### src/rtl/cpu_step_controller.sv
// Single-step / free-run clock-enable controller for the CPU datapath, with an optional PC breakpoint.
// Define STEP_COUNTER_EN to build the 16-bit step_count counter; otherwise step_count is tied to zero.
module cpu_step_controller #(
  parameter int DEBOUNCE_CYCLES = 500000,
  parameter int RUN_DIV         = 25000000,
  parameter int PC_W            = 8
) (
  input  logic            clk,
  input  logic            rst,
  input  logic            step_btn_n,
  input  logic            run_sw,
  input  logic            brk_en,
  input  logic [PC_W-1:0] brk_addr,
  input  logic [PC_W-1:0] pc,
  output logic            cpu_en,
  output logic            halted,
  output logic [1:0]      state,
  output logic [15:0]     step_count
);

  typedef enum logic [1:0] {
    ST_STEP = 2'b00,
    ST_RUN  = 2'b01,
    ST_HALT = 2'b10
  } state_t;

  localparam int DB_W = (DEBOUNCE_CYCLES > 1) ? $clog2(DEBOUNCE_CYCLES) : 1;
  localparam int DV_W = (RUN_DIV > 1) ? $clog2(RUN_DIV) : 1;
  localparam logic [DB_W-1:0] DB_LAST = DB_W'(DEBOUNCE_CYCLES - 1);
  localparam logic [DV_W-1:0] DV_LAST = DV_W'(RUN_DIV - 1);

  logic [1:0]      btn_sync;
  logic [1:0]      run_sync;
  logic            btn_s;
  logic            run_s;
  logic [DB_W-1:0] db_cnt;
  logic            db_level;
  logic            press;
  state_t          state_q;
  state_t          state_d;
  logic [DV_W-1:0] div_q;
  logic [DV_W-1:0] div_d;
  logic            en_d;
  logic            brk_hit;

  // Synchronisers reset to the idle levels: button released, run switch off.
  always_ff @(posedge clk or posedge rst) begin
    if (rst) begin
      btn_sync <= 2'b11;
      run_sync <= 2'b00;
    end else begin
      btn_sync <= {btn_sync[0], step_btn_n};
      run_sync <= {run_sync[0], run_sw};
    end
  end

  assign btn_s = btn_sync[1];
  assign run_s = run_sync[1];

  // The level is accepted only after DEBOUNCE_CYCLES consecutive disagreeing samples.
  always_ff @(posedge clk or posedge rst) begin
    if (rst) begin
      db_cnt   <= '0;
      db_level <= 1'b1;
      press    <= 1'b0;
    end else begin
      press <= 1'b0;
      if (btn_s == db_level) begin
        db_cnt <= '0;
      end else if (db_cnt == DB_LAST) begin
        db_cnt   <= '0;
        db_level <= btn_s;
        press    <= ~btn_s;
      end else begin
        db_cnt <= db_cnt + DB_W'(1);
      end
    end
  end

  assign brk_hit = brk_en & (pc == brk_addr);

  always_comb begin
    state_d = state_q;
    div_d   = div_q;
    en_d    = 1'b0;
    case (state_q)
      ST_STEP: begin
        en_d = press;
        if (run_s) begin
          state_d = ST_RUN;
          div_d   = '0;
        end
      end
      ST_RUN: begin
        if (!run_s) begin
          state_d = ST_STEP;
          div_d   = '0;
        end else if (div_q == DV_LAST) begin
          div_d = '0;
          // Halting here leaves the breakpoint instruction unexecuted.
          if (brk_hit) state_d = ST_HALT;
          else         en_d    = 1'b1;
        end else begin
          div_d = div_q + DV_W'(1);
        end
      end
      ST_HALT: begin
        en_d = press;
        if (!run_s) state_d = ST_STEP;
      end
      default: state_d = ST_STEP;
    endcase
  end

  always_ff @(posedge clk or posedge rst) begin
    if (rst) begin
      state_q <= ST_STEP;
      div_q   <= '0;
      cpu_en  <= 1'b0;
    end else begin
      state_q <= state_d;
      div_q   <= div_d;
      cpu_en  <= en_d;
    end
  end

  assign state  = state_q;
  assign halted = (state_q == ST_HALT);

`ifdef STEP_COUNTER_EN
  logic [15:0] count_q;

  always_ff @(posedge clk or posedge rst) begin
    if (rst)       count_q <= 16'h0000;
    else if (en_d) count_q <= count_q + 16'd1;
  end

  assign step_count = count_q;
`else
  assign step_count = 16'h0000;
`endif

endmodule

### config.mk
export PLATFORM = sky130hd
export DESIGN_NAME = cpu_step_controller
export DESIGN_NICKNAME = d
export VERILOG_FILES = /design/src/rtl/cpu_step_controller.sv
export SDC_FILE = /design/constraint.sdc
export NUM_CORES = 1
export LEC_CHECK = 0
export ABC_AREA = 1
export CAP_MARGIN = 20
export CORE_MARGIN = 4
export CORE_UTILIZATION = 35
export CTS_CLUSTER_DIAMETER = 60
export DETAILED_ROUTE_END_ITERATION = 16
export PLACE_DENSITY_LB_ADDON = 0.12
export RECOVER_POWER = 50
export SYNTH_ARGS = -nofsm -noshare
export SYNTH_HDL_FRONTEND = slang
export SYNTH_SLANG_ARGS = --single-unit
### constraint.sdc
create_clock -name clk -period 2.2 [get_ports clk]
set_clock_uncertainty 0.05 [all_clocks]
set_input_delay 0.44 -clock clk [delete_from_list [all_inputs] [get_ports clk]]
set_output_delay 0.44 -clock clk [all_outputs]
set_load 0.01 [all_outputs]
# Yosys cells after proc, flatten, opt, wreduce, memory -nomap -nowiden
# Index checks and enable logic that the tools add are counted.
dict set report word_totals {
  register_bits 53
  input_bits 21
  out_inout_bits 20
  word_cells 47
}
dict set report op_classes {
  add_sub_neg 2
  eq_ne 10
  muxes 18
  bitwise 3
  n_reduce_logical 6
}
# cell n
set ops {}
lappend ops {{$mux 25} 3}
lappend ops {{$pmux 25 s2} 1}
lappend ops {{$mux 19} 2}
lappend ops {{$add 25x1->25 const B} 1}
lappend ops {{$eq 25x25->1 const B} 1}
lappend ops {{$add 19x1->19 const B} 1}
lappend ops {{$eq 19x19->1 const B} 1}
lappend ops {{$mux 2} 5}
lappend ops {{$eq 8x8->1} 1}
lappend ops {{$ne 3x3->1 const B} 2}
lappend ops {{$pmux 2 s3} 1}
lappend ops {{$mux 1} 5}
lappend ops {{$ne 2x2->1 const B} 2}
lappend ops {{$reduce_and 2->1} 2}
lappend ops {{$reduce_and 4->1} 1}
lappend ops {{$eq 2x1->1 const B} 1}
lappend ops {{$eq 2x2->1 const B} 1}
lappend ops {{$logic_not 2->1} 1}
lappend ops {{$not 1->1} 2}
lappend ops {{$pmux 1 s2} 1}
lappend ops {{$reduce_bool 2->1} 1}
lappend ops {{$reduce_or 2->1} 1}
lappend ops {{$and 1x1->1} 1}
lappend ops {{$eq 1x1->1} 1}

# Longest topological paths before layout
dict set report logic_depth {
  word_depth 6
  ltp_mapped 10
  mapped_depth_nobuf 9
}

# Worst setup path before layout
# OpenSTA, ideal clock, no wires.
dict set report synth_timing {
  path_type {register to register}
  from {register db_cnt[0]}
  to {register db_cnt[12]}
  setup_ps 145
  arrival_time_ps 1276
  required_time_ps 2005
  slack_ps 730
  path_stages_with_launch 8
  path_buffers 0
  synth_period_minus_slack_ps 1470
  path_cell_list {dfrtp_1 -> ha_1 -> nand2_1 -> nor2_4 -> nand4_2 -> nor2_1 -> xor2_1 -> nor2_1}
}
dict set report synth_between {
  elab_chain_cells 3
  word_cells_on_any_way 4
  classes_between {add/sub: 1; eq/ne: 1; mux: 2}
}
# item line
set synth_lines {}
lappend synth_lines {{from (decl)} 36} ;# logic [DB_W-1:0] db_cnt;
lappend synth_lines {{from (signal assigned)} 75} ;# db_cnt <= db_cnt + DB_W'(1);
lappend synth_lines {{$add 19x1->19 / $eq 19x19->1 (equally long branches)} {75, 70}}
lappend synth_lines {{$mux 19 *} 70} ;# end else if (db_cnt == DB_LAST) begin
lappend synth_lines {{$mux 19 *} 68} ;# if (btn_s == db_level) begin
# Mark *: on every way between the ends. The rest lies on a longest branch, timed or not.
# A chain may end at the register's enable or synchronous reset.

# Final worst setup path
dict set report layout_timing {
  from {register state_q[1] (netlist: state[1])}
  to {output port halted}
}
dict set report layout_between {
  elab_chain_cells 1
}
# item line
set layout_lines {}
lappend layout_lines {{from (decl)} 39} ;# state_t state_q;
lappend layout_lines {{from (signal assigned)} 121} ;# state_q <= state_d;
lappend layout_lines {{$eq 2x2->1} 128} ;# assign halted = (state_q == ST_HALT);
lappend layout_lines {{to (decl)} 16} ;# output logic halted,
# Every way passes these cells.

==> qor.tcl <==
set qor(drive_gt1_share_pct) 7.76
set qor(grt_pass1_wl_um) 12400
set qor(rr_endpoint) {div_q[8]$_DFFE_PP0P_}
set qor(worst_hold_margin_ps) 310
set qor(p_sw_share_pct) 27.5
set qor(hold_path.startpoint) {run_sync[0]$_DFF_PP0_}
set qor(postSynth.asyncResetShare_pct) 100
set qor(clock_power_share_pct) 30.8
set qor(final_min_period_over_clock_period_pct) 91.8
set qor(synth.cells.most_frequent) {120 x sky130_fd_sc_hd__nand2_1, 89 x sky130_fd_sc_hd__nor2_1, 62 x sky130_fd_sc_hd__inv_1, 50 x sky130_fd_sc_hd__dfrtp_1, 26 x sky130_fd_sc_hd__nand3_1}
set qor(post_layout_min_period_ps) 2020
set qor(synth_area_mm2) 0.00326
set qor(groute.usage.overall_pct) 13.4
set qor(max_cap_viol_count) 0
set qor(clock-sinks) 53
set qor(status) {completed}
set qor(drc_errors) 0
set qor(grt_antenna_before_repair) 0
set qor(setup_violations) 0
set qor(crit_fanout) 4
set qor(num-nets-final) 512
set qor(clk_pin_slew_worst_paths_ps) 100
set qor(synth_enable_flop_cells) 0
set qor(gp_congestion) 0.841
set qor(drt-wirelength-per-cell_um) 11.3
set qor(instances_no_fill) 598
set qor(relative_contribution_of_sequential_cells_to_total_power_pct) 56.8
set qor(place_ws_ps) 441
set qor(postSynth.topFlopCell) {sky130_fd_sc_hd__dfrtp_1}
set qor(post_synth_fa_ha_maj_area_fraction_pct) 0.768
set qor(hold_path.class) {reg -> reg}
set qor(place.detailed.instances) 590
set qor(dieArea_mm2) 0.0109
set qor(tritoncts) {built}
set qor(worst-endpoint-arrival_ps) 1530
set qor(cts_post_setup_buffers_inserted) 0
set qor(cts_hold_buf) 0
set qor(flow.area_growth_from_synthesis_pct) 11.7
set qor(simple_gate_area_share_of_the_yosys_netlist_pct) 38.1
set qor(layout.filler_cells) 930
set qor(ant_nets) 0
set qor(setup.worst_path.end_class) {primary output}
set qor(place.detailed.hpwl_um) 5250
set qor(synth-seq-area-share_pct) 40.8
set qor(power.total_mw) 1.78
set qor(p_leak_nw) 1.73
set qor(warnings_synthesis) 0
set qor(initial_utilization_pct) 36.6
set qor(h-tree-depth) 2
set qor(ctsResizeCount) 0
set qor(die_w_um) 104
set qor(timing.critical_path.from_type) {flip-flop}
set qor(ys_ff_latch) 53
set qor(largest_net_degree_at_the_start_of_global_routing) 54
set qor(combPwrFrac_pct) 12.3
set qor(power.density_cell_area_mw_per_mm2) 490
set qor(finalSetupTns_ps) 0
set qor(yosys.area.top_type_share_pct) 38.4
set qor(detail_route.first_pass.iterations) 4
set qor(syn-mean-instance-area_um2) 7.08
set qor(crit_required_ps) 1710
set qor(cts_buffer_depth) 2
set qor(globalRouteOverflowTotal) 0
set qor(criticalPathCategory) {reg -> out}
set qor(fmax_mhz) 495
set qor(layout_setup_ws_ps) 181
set qor(mux_cell_area_share_after_synthesis_pct) 0
set qor(yosysTopAreaCell) {sky130_fd_sc_hd__dfrtp_1}
set qor(number_of_buffers_added_by_the_clock_tree_synthesis_step) 5
set qor(min_delay_worst_endpoint) {run_sync[1]$_DFF_PP0_}
set qor(io_buffers) 24
set qor(place_area_mm2) 0.00357
set qor(grt_pass1_vias) 2661
set qor(hold_viol) 0
set qor(worstMarginPinSlew_ps) 1320
set qor(cts_root_buffer) {sky130_fd_sc_hd__clkbuf_8}
set qor(synth_area_in_compound_gates_pct) 4.07
set qor(synth.most_common_cell) {sky130_fd_sc_hd__nand2_1}
set qor(synth_top_family_by_area) {simple AND/OR/NAND/NOR gates}
set qor(reg2regPathDepth) 7
set qor(num_rows) 34
set qor(die_y_um) 104
set qor(setup_repair_after_global_routing_missed_its_margin) {false}
set qor(num_vias) 2699
set qor(internal_power_mw) 1.29
set qor(io-pin-count) 41
set qor(synth_xor_xnor_area_share_pct) 4.03
set qor(hold-path-cell-count) 0
set qor(floorplan.core_area_mm2) 0.00889
set qor(postRouteWirelength_um) 6770
set qor(ff2ff_setup_slack_ps) 510
set qor(synth_cell_types) 35
set qor(synthTopCellsByArea) {sky130_fd_sc_hd__dfrtp_1 38%, sky130_fd_sc_hd__nand2_1 14%, sky130_fd_sc_hd__nor2_1 10%}
set qor(post_drt_via_cell_ratio) 4.51
set qor(post-route-cell-area_mm2) 0.00364
set qor(first_iter_violations) 93
set qor(clkLatencyLatePin_ps) 300
set qor(antenna_cells_inserted) 0
set qor(worst_slew_margin_rel_pct) 12.2
set qor(worst_ir_drop_vdd_mv) 0.221
set qor(power_switching_uw) 491
set qor(r2r_start) {state[1]$_DFFE_PP0P_}
set qor(core_utilization_of_the_finished_layout_pct) 40.9
set qor(final-max-slew-violation-count) 0
set qor(netlist_instances) 460
==> power by group through the flow <==
stage | combinational [mW] | clock, mW | sequential, mW
finish | 0.220 | 0.550 | 1.01
global route | 0.253 | 0.632 | 1.02
CTS | 0.231 | 0.579 | 1.01
detailed placement | 0.230 | 0 | 1.03
global placement | 0.230 | 0 | 1.03
floorplan | 0.171 | 0 | 1.03
==> worst max-delay path, cell delays in order (launching register included) <==
cell and delay (ps):
sky130_fd_sc_hd__dfrtp_1 420, sky130_fd_sc_hd__inv_1 100, sky130_fd_sc_hd__nor2_1 140, sky130_fd_sc_hd__clkdlybuf4s50_1 570
==> worst max-delay path by stage <==
| stage | end | slack, ps | from |
|---|---|---|---|
| after floorplan | cpu_en$_DFF_PP0_ | 430 | rst |
| after global placement | cpu_en$_DFF_PP0_ | 450 | brk_addr[4] |
| after detailed placement | cpu_en$_DFF_PP0_ | 440 | brk_addr[4] |
| after CTS | halted | 150 | state[1]$_DFFE_PP0P_ |
| after global routing | div_q[9]$_DFFE_PP0P_ | 60 | rst |
| final | halted | 180 | state[1]$_DFFE_PP0P_ |
==> layout by cell type, fill, tap and decap left out, types with 2 or more instances in the layout <==
master / synthesis / routed
sky130_fd_sc_hd__inv_2: 4 / 4
sky130_fd_sc_hd__a21oi_1: 8 / 8
sky130_fd_sc_hd__conb_1: 1 / 16
sky130_fd_sc_hd__ha_1: 2 / 2
sky130_fd_sc_hd__nand2_2: 8 / 8
sky130_fd_sc_hd__o21ai_1: 2 / 2
sky130_fd_sc_hd__dfstp_2: 3 / 3
sky130_fd_sc_hd__nor3_1: 6 / 6
sky130_fd_sc_hd__nor2_2: 3 / 3
sky130_fd_sc_hd__nand4_1: 14 / 14
sky130_fd_sc_hd__xor2_1: 10 / 10
sky130_fd_sc_hd__o21ai_0: 10 / 10
sky130_fd_sc_hd__clkinv_2: 0 / 2
sky130_fd_sc_hd__dlygate4sd3_1: 0 / 3
sky130_fd_sc_hd__nor3b_1: 2 / 2
sky130_fd_sc_hd__xnor2_1: 5 / 5
sky130_fd_sc_hd__nor2_4: 4 / 4
sky130_fd_sc_hd__nor2_1: 89 / 89
sky130_fd_sc_hd__clkbuf_8: 0 / 5
sky130_fd_sc_hd__dfrtp_1: 50 / 50
sky130_fd_sc_hd__clkinv_1: 1 / 2
sky130_fd_sc_hd__clkdlybuf4s50_1: 0 / 21
sky130_fd_sc_hd__nand3_1: 26 / 26
sky130_fd_sc_hd__nand2_1: 120 / 120
sky130_fd_sc_hd__inv_1: 62 / 61
==> registers in the layout, indices dropped and copies added, names as in the netlist <==
signal	flops
div_q	25
db_cnt	19
btn_sync	2
run_sync	2
state	2
cpu_en	1
db_level	1
press	1
==> per-layer routing <==
| metal | track usage, % | wire length, um | vias to the layer above |
|---|---|---|---|
| met5 | 0 | 0 | - |
| met4 | 2.94 | 38 | 0 |
| met3 | 2.23 | 209 | 2 |
| met2 | 22.3 | 3190 | 39 |
| met1 | 18.4 | 3330 | 1213 |
| li1 | - | - | 1445 |
==> kinds of logic after synthesis <==
logic type | count (synthesis)
AOI/OAI and AO/OA | 24
buffers and inverters | 85
and+or+nand+nor | 280
other | 1
DFF | 53
adders and majority gates | 2
xor gates and xnor gates | 15
==> area by class of cell <==
cell class | instances | area [um2] | share of cell area, %
multi-input cells | 337 | 1590 | 43.7
inverters | 67 | 251 | 6.91
well taps | 108 | 135 | 3.71
clock buffers | 5 | 68.8 | 1.89
repair buffers | 25 | 245 | 6.74
flip-flops and latches | 53 | 1330 | 36.6
clock inverters | 3 | 17.5 | 0.481
Power figures use the tool's default switching activity.
